`config.mk`:
```
export PLATFORM = sky130hd
export DESIGN_NAME = switch_press_classifier
export DESIGN_NICKNAME = d
export VERILOG_FILES = /design/src/rtl/switch_press_classifier.sv
export SDC_FILE = /design/constraint.sdc
export NUM_CORES = 1
export LEC_CHECK = 0
export ABC_CLOCK_PERIOD_IN_PS = 2000
export CAP_MARGIN = 10
export CORE_MARGIN = 5
export CORE_UTILIZATION = 50
export CTS_BUF_LIST = sky130_fd_sc_hd__clkbuf_8
export DETAILED_ROUTE_END_ITERATION = 6
export GPL_ROUTABILITY_DRIVEN = 0
export PLACE_DENSITY = 0.71
export SLEW_MARGIN = 20
export SYNTH_ARGS = -nofsm -noshare
export SYNTH_HDL_FRONTEND = slang
export SYNTH_SLANG_ARGS = --single-unit
```
`constraint.sdc`:
```
create_clock -name i_Clk -period 2 [get_ports i_Clk]
set_input_delay 0.4 -clock i_Clk [delete_from_list [all_inputs] [get_ports i_Clk]]
set_output_delay 0.4 -clock i_Clk [all_outputs]
set_load 0.02 [all_outputs]
```
`src/rtl/switch_press_classifier.sv`:
```
// Classifies debounced switch gestures into short/long/double-click pulses.
// Double-click detection is built only when SWITCH_PRESS_DOUBLE_CLICK_EN is defined.
module switch_press_classifier #(
  parameter int LONG_PRESS_LIMIT    = 12500000,
  parameter int DOUBLE_CLICK_WINDOW = 6250000
) (
  input  logic i_Clk,
  input  logic i_Rst_L,
  input  logic i_Switch,
  output logic o_Short_Press,
  output logic o_Long_Press,
  output logic o_Double_Click,
  output logic o_Pressed,
  output logic o_Busy
);

  localparam int MAXL = (LONG_PRESS_LIMIT > DOUBLE_CLICK_WINDOW) ?
                        LONG_PRESS_LIMIT : DOUBLE_CLICK_WINDOW;
  localparam int CW = $clog2(MAXL);

  localparam logic [CW-1:0] LONG_LAST = CW'(LONG_PRESS_LIMIT - 1);
  localparam logic [CW-1:0] ONE       = CW'(1);

  typedef enum logic [2:0] {
    IDLE,
    PRESSED_1,
    HELD_LONG,
    WAIT_SECOND,
    PRESSED_2
  } state_t;

  state_t        state_q;
  logic [CW-1:0] cnt_q;
  logic          short_q;
  logic          long_q;
  logic          pressed_q;
  logic          busy_q;
`ifdef SWITCH_PRESS_DOUBLE_CLICK_EN
  localparam logic [CW-1:0] WIN_LAST = CW'(DOUBLE_CLICK_WINDOW - 1);
  logic          dbl_q;
`endif

  // busy_q tracks the state being entered so it always mirrors state_q
  always_ff @(posedge i_Clk or negedge i_Rst_L) begin
    if (!i_Rst_L) begin
      state_q   <= IDLE;
      cnt_q     <= '0;
      short_q   <= 1'b0;
      long_q    <= 1'b0;
      pressed_q <= 1'b0;
      busy_q    <= 1'b0;
`ifdef SWITCH_PRESS_DOUBLE_CLICK_EN
      dbl_q     <= 1'b0;
`endif
    end else begin
      pressed_q <= i_Switch;
      short_q   <= 1'b0;
      long_q    <= 1'b0;
`ifdef SWITCH_PRESS_DOUBLE_CLICK_EN
      dbl_q     <= 1'b0;
`endif
      unique case (state_q)
        IDLE: begin
          if (i_Switch) begin
            state_q <= PRESSED_1;
            cnt_q   <= '0;
            busy_q  <= 1'b1;
          end
        end
        PRESSED_1: begin
          if (!i_Switch) begin
            cnt_q <= '0;
`ifdef SWITCH_PRESS_DOUBLE_CLICK_EN
            state_q <= WAIT_SECOND;
`else
            short_q <= 1'b1;
            state_q <= IDLE;
            busy_q  <= 1'b0;
`endif
          end else if (cnt_q == LONG_LAST) begin
            long_q  <= 1'b1;
            state_q <= HELD_LONG;
            cnt_q   <= '0;
          end else begin
            cnt_q <= cnt_q + ONE;
          end
        end
        HELD_LONG: begin
          if (!i_Switch) begin
            state_q <= IDLE;
            cnt_q   <= '0;
            busy_q  <= 1'b0;
          end
        end
`ifdef SWITCH_PRESS_DOUBLE_CLICK_EN
        WAIT_SECOND: begin
          if (i_Switch) begin
            state_q <= PRESSED_2;
            cnt_q   <= '0;
          end else if (cnt_q == WIN_LAST) begin
            short_q <= 1'b1;
            state_q <= IDLE;
            cnt_q   <= '0;
            busy_q  <= 1'b0;
          end else begin
            cnt_q <= cnt_q + ONE;
          end
        end
        PRESSED_2: begin
          if (!i_Switch) begin
            dbl_q   <= 1'b1;
            state_q <= IDLE;
            cnt_q   <= '0;
            busy_q  <= 1'b0;
          end
        end
`endif
        default: begin
          state_q <= IDLE;
          cnt_q   <= '0;
          busy_q  <= 1'b0;
        end
      endcase
    end
  end

  assign o_Short_Press = short_q;
  assign o_Long_Press  = long_q;
  assign o_Pressed     = pressed_q;
  assign o_Busy        = busy_q;
`ifdef SWITCH_PRESS_DOUBLE_CLICK_EN
  assign o_Double_Click = dbl_q;
`else
  assign o_Double_Click = 1'b0;
`endif

endmodule

```
==> results_dict.tcl <==
set metrics [dict create \
    cts_tree "done" \
    dpl.hpwl_mm 2.867 \
    cpMaxStageDelayCell "or4_4" \
    ctsHoldBuffers 0 \
    synth_simple_gate_area_share_pct 25.93 \
    p_total_w 0.001731 \
    switching_power_w 0.0005546 \
    initial_utilization_pct 52.36 \
    violations "setup timing" \
    ys_seq_area_share_pct 46.58 \
    async_reset_ff_share_pct 100.0 \
    crit_chain "or4_4, nor4_4, a21oi_4, nor2_4, mux2_4" \
    peakVddDrop_mv 0.5773 \
    synth_warnings 0 \
    fin_util_pct 68.37 \
    syn_nets 172 \
    portBuffers 6 \
    grt_max_degree 31 \
    boundaryPins 8 \
    die_x_um 66.77 \
    top_layer_used "met4" \
    p_seq_share_pct 39.2 \
    synth_cell_types 38 \
    netlist_top_cells_count "30 x dfrtp_1, 18 x nor2_1, 13 x nand2_1, 13 x nand3_1, 11 x nand4_1" \
    ys.flop_type "dfrtp_1" \
    hp-class "flip-flop to flip-flop" \
    intPower_w 0.001176 \
    synth_top_cell_area_share_pct 46.58 \
    n_antenna_cell 0 \
    required_ns 2.17 \
    max_freq_mhz 487.5 \
    synth_most_common_cell "dfrtp_1" \
    end_kind "flip-flop" \
    wl_met1_mm 1.634 \
    fin_setup_tns_ns -0.1114 \
    drv_cap 0 \
    grt.overflow.total 0 \
    postLayoutCellArea_um2 2105 \
    place_area_um2 1943 \
    dieArea_um2 4458 \
    finalNetCount 214 \
    power_frac_clock_pct 28.7 \
    synthMuxAreaShare_pct 5.202 \
    cts_sinks 30 \
    fillers 241 \
    dr_wl_met3_um 287 \
    drt_pass1_iterations 4 \
    numCtsBuffers 5 \
    ys_seq_elements 30 \
    leakagePower_nw 0.9236 \
    yosysTopAreaCell "dfrtp_1" \
    netSwitchingFraction_pct 32.04 \
    dieHeight_um 66.77 \
    drive_above_1_share_pct 27.88 \
    setup_violations 4 \
    crit_path_max_fanout 4 \
    cts-htree-levels 2 \
    yosys-top-cells-area "dfrtp_1 47%, nand4_1 4.3%, nor2_1 4.2%" \
    wire_per_inst_um 16.32 \
    synth_xor_area_share_pct 5.978 \
    cts_buffer_depth 2 \
    fin_cells 252 \
    clk_latency_ns 0.29 \
    p_comb_share_pct 32.2 \
    synth-edff-count 0 \
    num_vias 1444 \
    core_area_um2 3078 \
    max_stage_delay_ns 0.55 \
    p_per_area_nw_per_um2 822.4 \
    grt_pass1_vias 1501 \
    netlist_area_um2 1612 \
    cts_root_buf "clkbuf_8" \
    syn_inst 165 \
    fp-row-count 20 \
    hold_viol 0 \
    synth_compound_area_share_pct 10.33 \
    outcome "finished with violations" \
    finalClockSkew_ns 0.007314 \
    synth_top_family_by_area "simple AND/OR/NAND/NOR gates" \
    final_max_slew_viol_count 0 \
    avgSynthCellArea_um2 9.767 \
    placedCellCount 242 \
    critPathLaunchType "flip-flop" \
    timing.final.crit_share_pct 102.6 \
    fin_ws_ns -0.05113 \
    drt_iter0_markers 126 \
    critPathArrivalTime_ns 2.22 \
    synth_fa_ha_area_share_pct 3.106 \
    viasPerCell 5.730 \
    period_minus_slack_ns 2.051 \
    synthToLayoutAreaGrowth_pct 30.59 \
    wl_met2_mm 2.093 \
    grt_usage_pct 21.33 \
    antenna_left 0 \
    grt_pass1_wl_mm 6.920 \
    crit_type "flip-flop to flip-flop" \
    rsz0062_at_grt "true" \
    antenna_found_initial 0 \
    wl_mm 4.112 \
    path_clk_slew_ns 0.06 \
    remaining_drc_errors 0 \
]
-- layout by cell type (no fill, tap or decap), types with 2 or more instances in the layout --
cell             count
a21oi_1              5
nand2_1             13
o31ai_1              3
ha_1                 3
inv_1                5
mux2i_1              5
nand4_1             11
a31oi_1              3
or4_4                2
and3_1               3
nor4_1               2
xnor2_1              5
mux2_4               2
a21oi_2              3
o21ai_1              5
o21ai_0              2
dfrtp_1             30
nor2_1              18
nor4_4               2
clkdlybuf4s50_1      6
and4_1               2
clkbuf_8             6
xor2_1               6
nor2b_1              3
nand3_1             13
buf_4               33
-- timing repair --
item                                    in CTS  in global routing
endpoints found under the setup margin      13                 20
cloned                                       0                  0
resized for setup                            4                 10
buffers inserted                             2                  1
hold endpoints to repair                     0                  0
pin swaps                                    2                  6
-- worst paths after layout --
| path | from | end | slack (ns) | cells after the start |
|---|---|---|---|---|
| max in group asynchronous | i_Rst_L | cnt_q[9] | 1.19 | 2 |
| min in group asynchronous | i_Rst_L | state_q[1] | 0.52 | 2 |
| min | cnt_q[1] | cnt_q[1] | 0.51 | 2 |
| max | cnt_q[8] | state_q[0] | -0.05 | 5 |
| max reg2reg | cnt_q[8] | state_q[0] | -0.05 | 5 |
| min reg2reg | cnt_q[1] | cnt_q[1] | 0.51 | 2 |
-- metal layers --
metal | GRT usage (%) | vias to the layer above
li1 | - | 679
met4 | 11.68 | 0
met5 | 0 | -
met3 | 6.239 | 11
met2 | 33.66 | 65
met1 | 25.93 | 689
-- flip-flops by register name, indices dropped and copies added (netlist names) --
signal / count
state_q: 2
o_Busy: 1
o_Short_Press: 1
o_Long_Press: 1
o_Pressed: 1
cnt_q: 24
-- power groups by stage --
stage / logic [W] / clock network [W] / registers, W
CTS: 0.000486 / 0.000507 / 0.000678
global placement: 0.000449 / 0 / 0.000685
floorplan: 0.000240 / 0 / 0.000702
detailed placement: 0.000469 / 0 / 0.000688
finish: 0.000557 / 0.000496 / 0.000678
global route: 0.000602 / 0.000543 / 0.000685
-- logic make-up after synthesis --
family	after synthesis
mux	8
buf+inv	9
xor+xnor	11
simple gates	75
compound gates	27
flops	30
fa+ha+maj	4
other cells	1
-- worst max-delay path: cells and delay by family, from the launching register on --
kind / cells / cell delay (ns)
DFF: 1 / 0.38
muxes: 1 / 0.31
and+or+nand+nor: 3 / 1.11
AOI/OAI and AO/OA: 1 / 0.14
-- stage by stage --
stage / hold slack [ns] / worst slack (ns)
after global routing: 0.5373 / -0.1092
final: 0.5101 / -0.05113
after floorplan: 0.1044 / -0.06801
after CTS: 0.5069 / -0.05645
after detailed placement: 0.4877 / -0.2669
after global placement: 0.4843 / -0.1847
-- layout make-up --
cell class              count  area (um^2)  share of cell area [%]
repair buffers             40        319.1                   15.16
flip-flops and latches     30        750.7                   35.67
multi-input cells         126        873.3                   41.50
clock inverters             2        8.758                  0.4162
well taps                  44        55.05                   2.616
inverters                   4        15.01                  0.7134
clock buffers               6        82.58                   3.924
Note: power is estimated with default switching activity, not from simulation.
